## src/rtl/uart_cmd_pkg.sv

```systemverilog
// Shared constants, state encoding and field helper
// for the UART "HH:MM:SS" time-set command parser.
package uart_cmd_pkg;

  localparam logic [7:0] ASCII_LF    = 8'h0A;
  localparam logic [7:0] ASCII_CR    = 8'h0D;
  localparam logic [7:0] ASCII_0     = 8'h30;
  localparam logic [7:0] ASCII_9     = 8'h39;
  localparam logic [7:0] ASCII_COLON = 8'h3A;

  localparam logic [7:0] ACK_OK  = 8'h4B;
  localparam logic [7:0] ACK_ERR = 8'h3F;

  localparam logic [6:0] HOUR_MAX   = 7'd23;
  localparam logic [6:0] MINSEC_MAX = 7'd59;

  typedef enum logic [1:0] {
    S_RECV,
    S_WAIT_EOL,
    S_DISCARD,
    S_ACK
  } state_e;

  function automatic logic [6:0] field_val(
    input logic [3:0] tens,
    input logic [3:0] ones
  );
    return 7'(tens) * 7'd10 + 7'(ones);
  endfunction

endpackage

```

## src/rtl/byte_timeout.sv

```systemverilog
// Inter-byte idle timer: strobes once after TIMEOUT_CYCLES
// enabled cycles without a clear.
module byte_timeout #(
  parameter int TIMEOUT_CYCLES = 100_000_000
) (
  input  logic clk,
  input  logic reset,
  input  logic clear,
  input  logic enable,
  output logic timeout
);

  localparam int CW = $clog2(TIMEOUT_CYCLES + 1);
  localparam logic [CW-1:0] LAST = CW'(TIMEOUT_CYCLES - 1);

  logic [CW-1:0] cnt_q, cnt_d;

  always_comb begin
    cnt_d   = cnt_q;
    timeout = 1'b0;
    if (clear || !enable) begin
      cnt_d = '0;
    end else if (cnt_q == LAST) begin
      cnt_d   = '0;
      timeout = 1'b1;
    end else begin
      cnt_d = cnt_q + CW'(1);
    end
  end

  always_ff @(posedge clk or negedge reset) begin
    if (!reset) cnt_q <= '0;
    else        cnt_q <= cnt_d;
  end

endmodule

```

## src/rtl/uart_time_parser.sv

```systemverilog
// Parses "HH:MM:SS\n" lines from a UART receiver, publishes the
// time on success and answers 'K' or '?' through the UART transmitter.
module uart_time_parser
  import uart_cmd_pkg::*;
#(
  parameter int TIMEOUT_CYCLES = 100_000_000
) (
  input  logic       clk,
  input  logic       reset,
  input  logic [7:0] rx_data,
  input  logic       rx_valid,
  input  logic       tx_busy,
  output logic [7:0] tx_data,
  output logic       tx_send,
  output logic [4:0] hour,
  output logic [5:0] minute,
  output logic [5:0] second,
  output logic       set_time,
  output logic       cmd_err
);

  state_e          state_q, state_d;
  logic [2:0]      pos_q, pos_d;
  logic [5:0][3:0] dig_q, dig_d;
  logic [4:0]      hour_q, hour_d;
  logic [5:0]      minute_q, minute_d;
  logic [5:0]      second_q, second_d;
  logic            set_time_q, set_time_d;
  logic            cmd_err_q, cmd_err_d;
  logic            tx_send_q, tx_send_d;
  logic [7:0]      tx_data_q, tx_data_d;

  logic       tmo, tmo_en;
  logic       byte_v, is_lf, is_digit, is_colon, want_colon;
  logic       in_range;
  logic [6:0] hr_v, mn_v, sc_v;

  assign tmo_en = (state_q == S_RECV && pos_q != 3'd0)
               || state_q == S_WAIT_EOL
               || state_q == S_DISCARD;

  byte_timeout #(
    .TIMEOUT_CYCLES(TIMEOUT_CYCLES)
  ) u_timeout (
    .clk    (clk),
    .reset  (reset),
    .clear  (rx_valid),
    .enable (tmo_en),
    .timeout(tmo)
  );

  assign byte_v     = rx_valid && rx_data != ASCII_CR;
  assign is_lf      = rx_data == ASCII_LF;
  assign is_digit   = rx_data >= ASCII_0 && rx_data <= ASCII_9;
  assign is_colon   = rx_data == ASCII_COLON;
  assign want_colon = pos_q == 3'd2 || pos_q == 3'd5;

  // Digits shift in MSB-first: [5:4] hour, [3:2] minute, [1:0] second.
  assign hr_v     = field_val(dig_q[5], dig_q[4]);
  assign mn_v     = field_val(dig_q[3], dig_q[2]);
  assign sc_v     = field_val(dig_q[1], dig_q[0]);
  assign in_range = hr_v <= HOUR_MAX && mn_v <= MINSEC_MAX
                 && sc_v <= MINSEC_MAX;

  always_comb begin
    state_d    = state_q;
    pos_d      = pos_q;
    dig_d      = dig_q;
    hour_d     = hour_q;
    minute_d   = minute_q;
    second_d   = second_q;
    set_time_d = 1'b0;
    cmd_err_d  = 1'b0;
    tx_send_d  = 1'b0;
    tx_data_d  = tx_data_q;
    unique case (state_q)
      S_RECV: begin
        if (tmo) begin
          pos_d = 3'd0;
        end else if (byte_v && is_lf) begin
          if (pos_q != 3'd0) begin
            cmd_err_d = 1'b1;
            tx_data_d = ACK_ERR;
            state_d   = S_ACK;
            pos_d     = 3'd0;
          end
        end else if (byte_v) begin
          if (want_colon ? is_colon : is_digit) begin
            if (!want_colon) dig_d = {dig_q[4:0], rx_data[3:0]};
            pos_d = pos_q + 3'd1;
            if (pos_q == 3'd7) state_d = S_WAIT_EOL;
          end else begin
            state_d = S_DISCARD;
            pos_d   = 3'd0;
          end
        end
      end
      S_WAIT_EOL: begin
        if (tmo) begin
          state_d = S_RECV;
        end else if (byte_v && is_lf && in_range) begin
          hour_d     = hr_v[4:0];
          minute_d   = mn_v[5:0];
          second_d   = sc_v[5:0];
          set_time_d = 1'b1;
          tx_data_d  = ACK_OK;
          state_d    = S_ACK;
        end else if (byte_v && is_lf) begin
          cmd_err_d = 1'b1;
          tx_data_d = ACK_ERR;
          state_d   = S_ACK;
        end else if (byte_v) begin
          state_d = S_DISCARD;
        end
      end
      S_DISCARD: begin
        if (tmo) begin
          state_d = S_RECV;
        end else if (byte_v && is_lf) begin
          cmd_err_d = 1'b1;
          tx_data_d = ACK_ERR;
          state_d   = S_ACK;
        end
      end
      S_ACK: begin
        if (!tx_busy && !tx_send_q) begin
          tx_send_d = 1'b1;
          state_d   = S_RECV;
          pos_d     = 3'd0;
        end
      end
      default: state_d = S_RECV;
    endcase
  end

  always_ff @(posedge clk or negedge reset) begin
    if (!reset) begin
      state_q    <= S_RECV;
      pos_q      <= 3'd0;
      dig_q      <= '0;
      hour_q     <= '0;
      minute_q   <= '0;
      second_q   <= '0;
      set_time_q <= 1'b0;
      cmd_err_q  <= 1'b0;
      tx_send_q  <= 1'b0;
      tx_data_q  <= 8'h00;
    end else begin
      state_q    <= state_d;
      pos_q      <= pos_d;
      dig_q      <= dig_d;
      hour_q     <= hour_d;
      minute_q   <= minute_d;
      second_q   <= second_d;
      set_time_q <= set_time_d;
      cmd_err_q  <= cmd_err_d;
      tx_send_q  <= tx_send_d;
      tx_data_q  <= tx_data_d;
    end
  end

  assign hour     = hour_q;
  assign minute   = minute_q;
  assign second   = second_q;
  assign set_time = set_time_q;
  assign cmd_err  = cmd_err_q;
  assign tx_send  = tx_send_q;
  assign tx_data  = tx_data_q;

endmodule

```

## config.mk

```make
export PLATFORM = sky130hd
export DESIGN_NAME = uart_time_parser
export DESIGN_NICKNAME = d
export VERILOG_FILES = /design/src/rtl/uart_cmd_pkg.sv /design/src/rtl/byte_timeout.sv /design/src/rtl/uart_time_parser.sv
export SDC_FILE = /design/constraint.sdc
export NUM_CORES = 1
export LEC_CHECK = 0
export CORE_MARGIN = 3
export CORE_UTILIZATION = 60
export DETAILED_ROUTE_END_ITERATION = 8
export PLACE_DENSITY_LB_ADDON = 0.3
export RECOVER_POWER = 100
export SLEW_MARGIN = 10
export SYNTH_ARGS = -nofsm -noshare
export SYNTH_HDL_FRONTEND = slang
export SYNTH_SLANG_ARGS = --single-unit
```

## constraint.sdc

```tcl
create_clock -name clk -period 8.5 [get_ports clk]
set_input_delay 0.85 -clock clk [delete_from_list [all_inputs] [get_ports clk]]
set_output_delay 0.85 -clock clk [all_outputs]
set_load 0.005 [all_outputs]
```

**After elaboration in Yosys (flattened, before gate mapping)**

Cells that the tools add are included.
W data, S select, Z words.

- Order comparisons: 5
- $add $sub $neg: 5
- Multiply operators: 3
- Mux-type cells: 47
- Bitwise operators: 3
- Reduce and logical (&&, ||, !) cells: 24
- Eq/ne operators: 23

Operators by type and width:

| kind | number |
|---|---|
| $mux W8 | 7 |
| $mux W27 | 2 |
| $add A27 B1 Y27 const B | 1 |
| $eq A27 B27 Y1 const B | 1 |
| $mux W2 | 13 |
| $pmux W8 S3 | 1 |
| $add A7 B4 Y7 | 3 |
| $mul A4 B3 Y6 const B | 3 |
| $mux W3 | 6 |
| $mux W1 | 15 |
| $le A7 B6 Y1 const B | 2 |
| $reduce_and A6 Y1 | 2 |
| $eq A8 B4 Y1 const B | 1 |
| $eq A8 B6 Y1 const B | 1 |
| $ge A8 B6 Y1 const B | 1 |
| $le A8 B6 Y1 const B | 1 |
| $logic_and A1 B1 Y1 | 8 |
| $ne A2 B2 Y1 const B | 4 |
| $ne A4 B3 Y1 const B | 2 |
| $ne A8 B4 Y1 const B | 1 |
| $pmux W2 S4 | 1 |
| $le A7 B5 Y1 const B | 1 |
| $reduce_and A7 Y1 | 1 |
| $eq A3 B3 Y1 const B | 2 |
| other kinds (19) | 30 |

- Register bits: 84
- Bits of input ports: 12
- Output and inout bits: 28

**Logic depth before layout (Yosys ltp)**

- Depth in word-level cells: 9
- Depth in mapped cells: 11
- Mapped depth without buffers: 10

**By module**

From an unflattened synthesis, not the netlist that was laid out.

- Cells, all modules: 427
- Area total of the unflattened synthesis: 4827.1 um^2

Modules (own cells, without submodules):

| module | times used | area each (um^2) | cells an instance |
|---|---|---|---|
| uart_time_parser | 1 | 3362.0 | 281 |
| byte_timeout | 1 | 1465.2 | 146 |

**Least setup slack after synthesis**

Ideal clock, no wire load.

- Kind: flip-flop to flip-flop
- From: register dig_q[13] in the netlist's numbering
- To: register hour_q[0], in the netlist hour[0]
- Stages on the path, launching flop included: 12
- Data required time: 8375 ps
- Data arrival time: 3242 ps
- Slack: 5133 ps
- Path buffers: 1
- Cell sequence: dfrtp_1 > ha_1 > ha_1 > inv_1 > fa_1 > and3_1 > o211a_1 > maj3_1 > o21a_1 > nor3_4 > buf_4 > mux2_2

- Longest elaborated chain between the ends: 7

RTL lines:

| element | line | text |
|---|---|---|
| start: declaration | uart_time_parser.sv:24 | `logic [5:0][3:0] dig_q, dig_d;` |
| start signal: assignment | uart_time_parser.sv:151 | `dig_q <= dig_d;` |
| $mul A4 B3 Y6 | uart_cmd_pkg.sv:28 | `return 7'(tens) * 7'd10 + 7'(ones);` |
| $add A7 B4 Y7 | uart_cmd_pkg.sv:28 |  |
| $le A7 B6 Y1 | uart_time_parser.sv:62 | `assign in_range = hr_v <= HOUR_MAX && mn_v <= MINSEC_MAX` |
| $logic_and A1 B1 Y1 | uart_time_parser.sv:62 |  |
| $logic_and A1 B1 Y1 | uart_time_parser.sv:63 | `&& sc_v <= MINSEC_MAX;` |
| $logic_and A1 B1 Y1 | uart_time_parser.sv:101 | `end else if (byte_v && is_lf && in_range) begin` |
| $reduce_and A3 Y1 (no line) | n/a |  |
| end signal: assignment | uart_time_parser.sv:152 | `hour_q <= hour_d;` |
| end: declaration | uart_time_parser.sv:25 | `logic [4:0] hour_q, hour_d;` |

No other way between the ends.
A chain may end at the register's enable or synchronous reset.

**Worst setup path in the final report**

- From: register dig_q[13] in the netlist's numbering
- To: register second_q[1], in the netlist second[1]

- Longest elaborated chain between the ends: 7

RTL lines:

| element | line | text |
|---|---|---|
| $mul A4 B3 Y6 | uart_cmd_pkg.sv:28 |  |
| $add A7 B4 Y7 | uart_cmd_pkg.sv:28 |  |
| $le A7 B6 Y1 | uart_time_parser.sv:62 |  |
| $logic_and A1 B1 Y1 | uart_time_parser.sv:62 |  |
| $logic_and A1 B1 Y1 | uart_time_parser.sv:63 |  |
| $logic_and A1 B1 Y1 | uart_time_parser.sv:101 |  |
| $reduce_and A3 Y1 (no line) | n/a |  |
| end signal: assignment | uart_time_parser.sv:154 | `second_q <= second_d;` |
| end: declaration | uart_time_parser.sv:27 | `logic [5:0] second_q, second_d;` |

No other way between the ends.

==> results.sh <==
export IMPL_power_density_nw_per_um2=205.8
export IMPL_cts_root_buf="clkbuf_8"
export IMPL_drc=0
export IMPL_cts_sinks=84
export IMPL_dieWidth_um=94.01
export IMPL_timing_worst_setup_path_type="reg2reg"
export IMPL_area_growth_pct=14.65
export IMPL_rows=31
export IMPL_yosys_area_top_type="dfrtp_1"
export IMPL_wire_per_inst_um=16.25
export IMPL_leakage_nw=2.529
export IMPL_track_usage_pct=22.59
export IMPL_grt_pass1_vias=3260
export IMPL_critPathRequiredTime_ps=8730
export IMPL_final_common_cell="dfrtp_1"
export IMPL_setup_viol=0
export IMPL_drv_slew=104
export IMPL_path_clk_slew_ps=80
export IMPL_fp_dieArea_sq_um=8837
export IMPL_end_kind="flip-flop"
export IMPL_tns_ps=0
export IMPL_cts_inserted_buffers=9
export IMPL_finalWirelength_mm=9.212
export IMPL_cts_setup_buffers=0
export IMPL_antenna_found_initial=0
export IMPL_synthArstFlopShare_pct=100.0
export IMPL_synth_cell_types=57
export IMPL_critPathLaunchType="flip-flop"
export IMPL_diodes=0
export IMPL_grt_pass1_wl_mm=15.68
export IMPL_rsz0062_at_grt="false"
export IMPL_dp_cells=550
export IMPL_max_slew_margin_pct=-189.5
export IMPL_tightest_slew_ps=4342
export IMPL_initial_core_util_pct=63.06
export IMPL_seq_area_frac_synth_pct=45.23
export IMPL_htreeDepth=3
export IMPL_grt_ovfl_total=0
export IMPL_syn_inst=420
export IMPL_status="finished with violations"
export IMPL_finalHoldViolations=0
export IMPL_grt_max_degree=85
export IMPL_core_sq_um=7370
export IMPL_nNetsFinal=509
export IMPL_dr_pass1_iters=5
export IMPL_place_gp_congestion=1.009
export IMPL_period_minus_slack_ps=5329
export IMPL_arrival_ps=5560
export IMPL_drive_gt1_share_pct=12.82
export IMPL_yosysTopAreaCellShare_pct=45.23
export IMPL_hold_end="tx_send"
export IMPL_ys_warn_count=0
export IMPL_hp_start="tx_send"
export IMPL_io_pins=40
export IMPL_die_height_um=94.01
export IMPL_peakVddDrop_uv=143.0
export IMPL_dpl_hpwl_mm=6.494
export IMPL_vias=3366
export IMPL_hp_class="reg2reg"
export IMPL_clock_path_buffers=2
export IMPL_synth_edf_count=0
export IMPL_finalCritPeriodShare_pct=62.70
export IMPL_violations="capacitance limit, slew limit"
export IMPL_startpoint="dig_q[13]"
export IMPL_cap_violations=2
export IMPL_clock_fmax_mhz=187.6
export IMPL_io_buffers=39
export IMPL_cp_max_fo=18
export IMPL_cts_resized=0
export IMPL_hold_depth=1
export IMPL_synth_area_leaders="dfrtp_1 45%, mux2_2 9.2%, ha_1 7.5%, xor2_1 4.5%, nor2_1 3.0%"
export IMPL_synth_area_sq_um=4647
export IMPL_final_cell_mix="84 x dfrtp_1, 37 x nor2_1, 36 x mux2_2"
export IMPL_vias_per_cell=5.937
export IMPL_syn_nets=466
export IMPL_drt_iter0_markers=220
export IMPL_holdBufCountCts=0
export IMPL_cts_tree="yes"
export IMPL_syn_avg_cell_area_sq_um=11.06
export IMPL_rrSetupSlack_ps=3170
export IMPL_ys_flop_type="dfrtp_1"
export IMPL_instances_no_fill=567
export IMPL_finalClockSkew_ps=11.22
export IMPL_ys_seq_elements=84
export IMPL_r2r_end="second[1]"
export IMPL_timing_rr_start="dig_q[13]"
export IMPL_postRouteAntennaNets=0
export IMPL_clock_latency_ps=350
export IMPL_ff2ff_path_depth=10
## synthesized netlist by cell type, types with 4 or more instances
cell type  instances
nor2b_1            4
xnor2_1           12
clkbuf_1           5
nand4_1            8
nor4_1             5
a21oi_1           11
mux2i_1            7
nor3_1             5
xor2_1            24
o21ai_0           11
ha_1              28
mux2_2            38
fa_1               6
nor2_1            37
nand3_1           16
nand2_1           22
o21a_1             5
dfrtp_1           84
inv_1             24
and3_1            12
## worst max-delay path, stage by stage, from the launching register on
cell and delay (ps):
dfrtp_1 480, ha_1 340, ha_1 200, inv_1 70, fa_1 480, and3_1 180, o211a_1 200, maj3_1 360
o21a_1 240, nor3_1 2160, mux2_2 480
## state kept, by name (all words and copies together), names as in the netlist
signal	count
cmd_err	1
second	6
pos_q	3
set_time	1
u_timeout.cnt_q	27
tx_data	8
dig_q	24
tx_send	1
minute	6
state_q	2
hour	5
## per-stage QoR
step / power, mW / hold WS (ps) / util (%) / setup WS (ps) / cell area, sq um
2_1_floorplan: 0.6780 / 445.2 / - / 5133 / 4647
3_3_place_gp: 0.7547 / 435.6 / 69.44 / 4662 / 5117
3_5_place_dp: 0.7706 / 449.0 / 69.44 / 4541 / 5117
4_1_cts: 1.110 / 459.7 / 72.68 / 4503 / 5356
5_1_grt: 1.158 / 502.9 / 72.29 / 2823 / 5328
6_report: 1.096 / 450.8 / 72.29 / 3171 / 5328
## kinds of logic after synthesis
| group | Yosys count | share of synthesized area [%] |
|---|---|---|
| and+or+nand+nor | 132 | 15.29 |
| DFF | 84 | 45.23 |
| AOI/OAI and AO/OA | 52 | 7.809 |
| muxes | 47 | 11.28 |
| adders and majority gates | 37 | 10.77 |
| xor gates and xnor gates | 36 | 6.785 |
| buffers and inverters | 32 | 2.827 |
## layout make-up
cell class | count | area (sq um)
Multi-Input combinational cell | 304 | 2385
Clock inverter | 6 | 111.4
Inverter | 24 | 90.09
Sequential cell | 84 | 2102
Timing Repair Buffer | 40 | 387.9
Clock buffer | 10 | 127.6
Fill cell | 526 | 2042
Tap cell | 99 | 123.9
## per-layer routing
layer	part of all wire (%)	track usage [%]	up-vias
met1	43	29.19	1669
met3	4.4	4.087	22
li1	-	-	1575
met2	51	37.79	100
met5	0	0	-
met4	2.0	8.785	0
## power breakdown
group	total, mW	switching [mW]	internal [mW]	leakage, nW
Combinational	0.295	0.168	0.126	1.28
Clock	0.339	0.143	0.196	0.117
Sequential	0.463	0.0302	0.433	1.13
## worst max path at each step
stage | endpoint | depth (start not counted)
6_report | second[1] | 10
5_1_grt | second[1] | 10
4_1_cts | second[1] | 10
3_5_place_dp | second[1] | 10
3_3_place_gp | minute[0] | 10
2_1_floorplan | hour[0] | 11
(Power assumes the default switching activity.)
